[src/rtl/watch_pkg.sv]
// Shared constants and types for the watch button front end.
// Default timing assumes a 50 MHz system clock.
package watch_pkg;

   localparam int N_BTN     = 6;
   localparam int BTN_UP    = 0;
   localparam int BTN_DOWN  = 1;
   localparam int BTN_LEFT  = 2;
   localparam int BTN_RIGHT = 3;
   localparam int BTN_ENTER = 4;
   localparam int BTN_ESC   = 5;

   // 10 ms debounce, 0.5 s first repeat, 0.1 s repeat period at 50 MHz
   localparam int DEF_DEBOUNCE_CYCLES = 500_000;
   localparam int DEF_REPEAT_DELAY    = 25_000_000;
   localparam int DEF_REPEAT_PERIOD   = 5_000_000;

   typedef enum logic [1:0] {
      IDLE,
      WAIT,
      REPEAT
   } rpt_state_t;

   function automatic int max_int(input int a, input int b);
      return (a > b) ? a : b;
   endfunction

endpackage

[src/rtl/button_cond_if.sv]
// Button pads in, conditioned per-button events out.
// The master modport is the conditioner; the slave is its consumer.
interface button_cond_if #(
   parameter int N_BTN = watch_pkg::N_BTN
);
   logic [N_BTN-1:0] btn_i;
   logic [N_BTN-1:0] held_o;
   logic [N_BTN-1:0] press_o;
   logic [N_BTN-1:0] release_o;
   logic [N_BTN-1:0] rpt_o;
   logic [N_BTN-1:0] long_o;

   modport master (
      input  btn_i,
      output held_o, press_o, release_o, rpt_o, long_o
   );

   modport slave (
      output btn_i,
      input  held_o, press_o, release_o, rpt_o, long_o
   );
endinterface

[src/rtl/btn_chan.sv]
// One button channel: 2-flop synchronizer, debounce counter, edge pulses
// and the auto-repeat FSM. All outputs are registered.
module btn_chan
   import watch_pkg::*;
#(
   parameter int DEBOUNCE_CYCLES = DEF_DEBOUNCE_CYCLES,
   parameter int REPEAT_DELAY    = DEF_REPEAT_DELAY,
   parameter int REPEAT_PERIOD   = DEF_REPEAT_PERIOD,
   parameter bit ACTIVE_LOW      = 1'b1
) (
   input  logic clk,
   input  logic rst,
   input  logic pad,
   output logic held,
   output logic press,
   output logic release_pulse,
   output logic rpt,
   output logic long_hold
);

   localparam int DW = $clog2(DEBOUNCE_CYCLES);
   localparam int RW = $clog2(max_int(REPEAT_DELAY, REPEAT_PERIOD));
   localparam logic [DW-1:0] D_LAST     = DW'(DEBOUNCE_CYCLES - 1);
   localparam logic [RW-1:0] DELAY_LAST = RW'(REPEAT_DELAY - 1);
   localparam logic [RW-1:0] PER_LAST   = RW'(REPEAT_PERIOD - 1);
   // Raw pad level meaning "not pressed"; a button held through reset
   // then shows up as a fresh press once the synchronizer fills.
   localparam logic PAD_IDLE = ACTIVE_LOW;

   logic          sync1, sync2, s;
   logic [DW-1:0] dcnt;
   logic          flip, rise_ev, fall_ev;
   rpt_state_t    state;
   logic [RW-1:0] rcnt;

   // NOTE: every clocked block uses non-blocking assignments so that all
   // flops sample the pre-edge values of each other, matching real hardware.
   always_ff @(posedge clk or posedge rst) begin
      if (rst) begin
         sync1 <= PAD_IDLE;
         sync2 <= PAD_IDLE;
      end else begin
         sync1 <= pad;
         sync2 <= sync1;
      end
   end

   assign s       = ACTIVE_LOW ? ~sync2 : sync2;
   assign flip    = (s != held) && (dcnt == D_LAST);
   assign rise_ev = flip && !held;
   assign fall_ev = flip && held;

   always_ff @(posedge clk or posedge rst) begin
      if (rst) begin
         dcnt          <= '0;
         held          <= 1'b0;
         press         <= 1'b0;
         release_pulse <= 1'b0;
      end else begin
         press         <= rise_ev;
         release_pulse <= fall_ev;
         if (s == held) begin
            dcnt <= '0;
         end else if (dcnt == D_LAST) begin
            dcnt <= '0;
            held <= ~held;
         end else begin
            dcnt <= dcnt + DW'(1);
         end
      end
   end

   // Release wins over a coincident repeat tick, so no pulse on the way out.
   always_ff @(posedge clk or posedge rst) begin
      if (rst) begin
         state     <= IDLE;
         rcnt      <= '0;
         rpt       <= 1'b0;
         long_hold <= 1'b0;
      end else begin
         rpt <= 1'b0;
         case (state)
            IDLE: begin
               if (rise_ev) begin
                  rpt   <= 1'b1;
                  rcnt  <= '0;
                  state <= WAIT;
               end
            end
            WAIT: begin
               if (fall_ev) begin
                  long_hold <= 1'b0;
                  state     <= IDLE;
               end else if (rcnt == DELAY_LAST) begin
                  rpt       <= 1'b1;
                  long_hold <= 1'b1;
                  rcnt      <= '0;
                  state     <= REPEAT;
               end else begin
                  rcnt <= rcnt + RW'(1);
               end
            end
            REPEAT: begin
               if (fall_ev) begin
                  long_hold <= 1'b0;
                  state     <= IDLE;
               end else if (rcnt == PER_LAST) begin
                  rpt  <= 1'b1;
                  rcnt <= '0;
               end else begin
                  rcnt <= rcnt + RW'(1);
               end
            end
            default: begin
               long_hold <= 1'b0;
               state     <= IDLE;
            end
         endcase
      end
   end

endmodule

[src/rtl/button_cond.sv]
// Conditions the watch's push buttons: one independent btn_chan per button,
// no priority or masking between channels.
module button_cond #(
   parameter int N_BTN           = watch_pkg::N_BTN,
   parameter int DEBOUNCE_CYCLES = watch_pkg::DEF_DEBOUNCE_CYCLES,
   parameter int REPEAT_DELAY    = watch_pkg::DEF_REPEAT_DELAY,
   parameter int REPEAT_PERIOD   = watch_pkg::DEF_REPEAT_PERIOD,
   parameter bit ACTIVE_LOW      = 1'b1
) (
   input  logic          clk,
   input  logic          rst,
   button_cond_if.master bus
);

   for (genvar i = 0; i < N_BTN; i++) begin : g_chan
      btn_chan #(
         .DEBOUNCE_CYCLES (DEBOUNCE_CYCLES),
         .REPEAT_DELAY    (REPEAT_DELAY),
         .REPEAT_PERIOD   (REPEAT_PERIOD),
         .ACTIVE_LOW      (ACTIVE_LOW)
      ) u_chan (
         .clk           (clk),
         .rst           (rst),
         .pad           (bus.btn_i[i]),
         .held          (bus.held_o[i]),
         .press         (bus.press_o[i]),
         .release_pulse (bus.release_o[i]),
         .rpt           (bus.rpt_o[i]),
         .long_hold     (bus.long_o[i])
      );
   end

endmodule

[src/flat_wrapper.sv]
// flat-port wrapper written by rule: the top's interface ports become plain ports
module button_cond_flat 
#(
   parameter int N_BTN           = watch_pkg::N_BTN,
   parameter int DEBOUNCE_CYCLES = watch_pkg::DEF_DEBOUNCE_CYCLES,
   parameter int REPEAT_DELAY    = watch_pkg::DEF_REPEAT_DELAY,
   parameter int REPEAT_PERIOD   = watch_pkg::DEF_REPEAT_PERIOD,
   parameter bit ACTIVE_LOW      = 1'b1
)
  (clk, rst, bus_btn_i, bus_held_o, bus_press_o, bus_release_o, bus_rpt_o, bus_long_o);
  button_cond_if #(.N_BTN(N_BTN)) bus_i ();
  input  logic clk;
  input  logic rst;
  input wire logic [$bits(bus_i.btn_i)-1:0] bus_btn_i;
  output wire logic [$bits(bus_i.held_o)-1:0] bus_held_o;
  output wire logic [$bits(bus_i.press_o)-1:0] bus_press_o;
  output wire logic [$bits(bus_i.release_o)-1:0] bus_release_o;
  output wire logic [$bits(bus_i.rpt_o)-1:0] bus_rpt_o;
  output wire logic [$bits(bus_i.long_o)-1:0] bus_long_o;
  assign bus_i.btn_i = bus_btn_i;
  assign bus_held_o = bus_i.held_o;
  assign bus_press_o = bus_i.press_o;
  assign bus_release_o = bus_i.release_o;
  assign bus_rpt_o = bus_i.rpt_o;
  assign bus_long_o = bus_i.long_o;
  button_cond #(.N_BTN(N_BTN), .DEBOUNCE_CYCLES(DEBOUNCE_CYCLES), .REPEAT_DELAY(REPEAT_DELAY), .REPEAT_PERIOD(REPEAT_PERIOD), .ACTIVE_LOW(ACTIVE_LOW)) u_core (.clk(clk), .rst(rst), .bus(bus_i));
endmodule
[config.mk]
export PLATFORM = sky130hd
export DESIGN_NAME = button_cond_flat
export DESIGN_NICKNAME = d
export VERILOG_FILES = /design/src/rtl/watch_pkg.sv /design/src/rtl/button_cond_if.sv /design/src/rtl/btn_chan.sv /design/src/rtl/button_cond.sv /design/src/flat_wrapper.sv
export SDC_FILE = /design/constraint.sdc
export NUM_CORES = 1
export LEC_CHECK = 0
export CORE_UTILIZATION = 35
export CTS_CLUSTER_DIAMETER = 80
export DETAILED_ROUTE_END_ITERATION = 6
export PLACE_DENSITY = 0.51
export RECOVER_POWER = 50
export SYNTH_ARGS = -nofsm -noshare
export SYNTH_HDL_FRONTEND = slang
export SYNTH_SLANG_ARGS = --single-unit
[constraint.sdc]
create_clock -name clk -period 20.4 [get_ports clk]
set_input_delay 2.04 -clock clk [delete_from_list [all_inputs] [get_ports clk]]
set_output_delay 2.04 -clock clk [all_outputs]
set_load 0.1 [all_outputs]
==> impl_metrics.csv <==
group,metric,value,unit
yosys,synth_ff_type,"dfrtp_1",
route,initialDrtViolationCount,843,
route,antenna_violating_nets_post_route,0,
clock_tree,postCtsSetupBuffers,0,
worst_setup_path,crit_chain,"dlygate4sd3_1 -> clkinvlp_2 -> buf_4 -> buf_4",
yosys,avgSynthCellArea,9.197,µm²
global_route,grt_pass1_wl,66.48,mm
global_route,grt_use_total,15.50,%
yosys,netlist_top_cells_area,"dfrtp_1, nor2_1, nand2_1, a22o_1, xor2_1",
run,max-cap-violations,1,
sta,setup_tns,0,ns
pwr,power_frac_comb,1.6,%
sta,slew-limit-headroom,-235.7,%
global_route,use_met1,21.19,%
worst_setup_path,crit_cells,4,
final_layout,area_growth_syn_to_layout,12.67,%
worst_setup_path,worst-endpoint-required,20.96,ns
clock_tree,clock_latency,0.56,ns
sta,unrepaired_setup_endpoints_after_global_routing,"no",
placed_design,dpl.hpwl,25.27,mm
route,viasPerCell,5.367,
final_layout,layout_cell_share_with_drive_strength_beyond_1,6.176,%
clock_tree,ctsResizeCount,0,
final_layout,antenna_cells,0,
worst_setup_path,critical-path-top-delay-family,"buffers and inverters",
clock_tree,h-tree-depth,2,
yosys,yosys_register_bits,318,
worst_setup_path,cp-startpoint,"rst",
sta,report.final.hold_viol_count,0,
sta,min_period_over_period,33.32,%
sta,max_clock_freq,147.1,MHz
worst_setup_path,cp-start-kind,"input pin",
die,chipHeight,226.2,µm
global_route,pin_count_of_the_biggest_net_entering_global_routing,113,
global_route,grt_util_met2,25.18,%
die,placementRows,81,
route,wirelength,39.12,mm
clock_tree,clkTransAtPathRegs,0.05,ns
worst_setup_path,capturing_point_of_the_worst_reg2reg_path,"u_core.g_chan[5].u_chan.rcnt[21]",
worst_setup_path,crit_path_end,"u_core.g_chan[0].u_chan.rcnt[14]",
worst_hold_path,hold_path.startpoint,"u_core.g_chan[2].u_chan.sync1",
yosys,synth_sequential_area_ratio,45.34,%
pwr,total_leakage_power,0.007962,µW
worst_setup_path,timing_worst_setup_path_type,"input pin to async pin",
yosys,postSynthNetCount,1956,
die,dieArea,51150,µm²
worst_setup_path,critical_path.slowest_cell,"clkinvlp_2",
route,wl_per_cell,15.00,µm
outcome,violations,"max-capacitance violations, max-slew violations",
route,drc,0,
final_layout,final_cell_mix,"dfrtp_1, nor2_1, nand2_1",
pwr,clock_power_share,54.8,%
global_route,antenna_found_initial,0,
clock_tree,cts.root.buffer_cell,"clkbuf_16",
pwr,peakVddDrop,52.58,µV
yosys,ys.warnings.count,0,
sta,finalSetupViolations,0,
worst_setup_path,data_arrival_time_of_the_worst_path,7.36,ns
die,top_level_ports,38,
global_route,grt.busiest_layer,"met2",
yosys,post_synth_instance_area,17590,µm²
sta,finClkSkew,0.01393,ns
global_route,grt.met3_usage,2.667,%
worst_setup_path,reg2reg_setup_slack,16.53,ns
clock_tree,tritoncts_num_sinks,318,
global_route,total_congestion_overflow,0,
clock_tree,cts_buffers,41,
pwr,fin_total_pwr,1468,µW
yosys,synth_top_area_cell,"dfrtp_1",
pwr,p_switching,311.5,µW
final_layout,nets,1954,
worst_setup_path,timing.critical_path.slowest_cell_delay,2.78,ns
pwr,seqPwrFrac,43.7,%
worst_hold_path,worst_hold_path_type,"register to register",
worst_setup_path,critical_path.max_fanout,112,
die,initial_util,35.70,%
die,die_width,226.2,µm
pwr,power.share.switching,21.23,%
placed_design,port-buffer-count,37,
global_route,via_count_of_the_first_global_routing_pass,13300,
placed_design,gpl.final_weighted_congestion,0.7799,
yosys,synthCells,1912,
yosys,ys_async_sr_fraction,100.0,%
worst_setup_path,cp_common_cell,"buf_4",
worst_setup_path,critPathCaptureType,"async pin",
die,area_of_the_core,49250,µm²
route,route.vias.total,13992,
pwr,power_density,74.07,nW/µm²
yosys,post_synth_num_cell_types,87,
route,drtPass1Iterations,6,
sta,layout_min_cycle_time,6.797,ns
pwr,cell_internal_pwr,1156,µW
yosys,synthDominantCellAreaShare,43.54,%
clock_tree,clockBufferDepth,3,
clock_tree,cts_tree,"done",
sta,number_of_max_slew_violations_in_the_final_report,113,
sta,tightestPinTransition,5.009,ns
worst_setup_path,crit_buf_inv,4,
worst_setup_path,worstReg2RegStart,"u_core.g_chan[5].u_chan.dcnt[7]",
yosys,synth_enable_flop_cells,0,
worst_setup_path,worst_reg2reg_path_depth,8,
clock_tree,hold_buffers,0,
final_layout,most_frequent_standard_cell_in_the_layout_excluding_fill_and_tap_cells,"dfrtp_1",
outcome,status,"finished with violations",
-- cell usage after synthesis (all sizes together) (26+ instances only) --
cell type,n
nand2,188
clkbuf,36
dfrtp,306
or3,33
ha,36
nand4,51
nor3,50
inv,72
a21oi,34
xor2,69
o21ai,111
buf,59
xnor2,38
nor2,262
nand3,103
a21o,26
a22o,70
and3,28
nor4,28
-- area by class of cell --
| cell class | instances | area (µm²) |
|---|---|---|
| multi-input cells | 1427 | 8763 |
| fillers | 4894 | 29440 |
| clock buffers | 55 | 1201 |
| repair buffers | 50 | 456.7 |
| flip-flops and latches | 318 | 7973 |
| inverters | 72 | 271.5 |
| clock inverters | 21 | 317.8 |
| well taps | 664 | 830.8 |
-- sequential cells by signal (all words and copies together) (netlist names) --
| signal | flops |
|---|---|
| u_core.g_chan.u_chan.held | 6 |
| u_core.g_chan.u_chan.dcnt | 114 |
| u_core.g_chan.u_chan.rpt | 6 |
| u_core.g_chan.u_chan.release_pulse | 6 |
| u_core.g_chan.u_chan.sync1 | 6 |
| u_core.g_chan.u_chan.press | 6 |
| u_core.g_chan.u_chan.long_hold | 6 |
| u_core.g_chan.u_chan.sync2 | 6 |
| u_core.g_chan.u_chan.state | 12 |
| u_core.g_chan.u_chan.rcnt | 150 |
-- metrics by stage --
stage,hold slack [ns],util (%),instance area [µm²],std cells,setup slack [ns]
after floorplan,0.3452,-,17590,1912,9.580
after global placement,0.3468,37.32,18380,2531,15.31
after detailed placement,0.3468,37.32,18380,2531,15.29
after CTS,0.3583,40.41,19900,2607,15.88
after global routing,0.3597,40.23,19810,2607,12.56
final,0.3568,40.23,19810,2607,13.60
-- metal layers --
metal,share of wire (%),up-vias
met5,0,-
met4,2.0,0
met3,3.2,58
met2,46,177
met1,48,6863
li1,-,6894
-- logic make-up (layout without fill, tap and decap cells) --
| logic type | after synthesis | count (layout) | synth area share (%) |
|---|---|---|---|
| buf+inv | 167 | 198 | 4.468 |
| compound gates | 405 | 405 | 17.03 |
| simple gates | 877 | 877 | 25.17 |
| flops | 318 | 318 | 45.34 |
| mux | 2 | 2 | 0.1138 |
| fa+ha+maj | 36 | 36 | 2.561 |
| xor+xnor | 107 | 107 | 5.329 |
-- power groups by stage --
| stage | logic (µW) | registers (µW) | clock network, µW |
|---|---|---|---|
| floorplan | 17.9 | 650 | 0 |
| global placement | 25.2 | 652 | 0 |
| detailed placement | 25.2 | 652 | 0 |
| CTS | 25.4 | 640 | 834 |
| global route | 27.7 | 641 | 852 |
| finish | 23.2 | 641 | 804 |
-- worst min path at each step --
stage,end,slack [ns],depth (start not counted)
6_report,u_core.g_chan[2].u_chan.sync2,0.36,0
5_1_grt,u_core.g_chan[2].u_chan.sync2,0.36,0
4_1_cts,u_core.g_chan[4].u_chan.sync2,0.36,0
3_5_place_dp,u_core.g_chan[5].u_chan.sync2,0.35,0
3_3_place_gp,u_core.g_chan[5].u_chan.sync2,0.35,0
2_1_floorplan,u_core.g_chan[0].u_chan.sync2,0.35,0
Note: power is estimated with default switching activity, not from simulation.
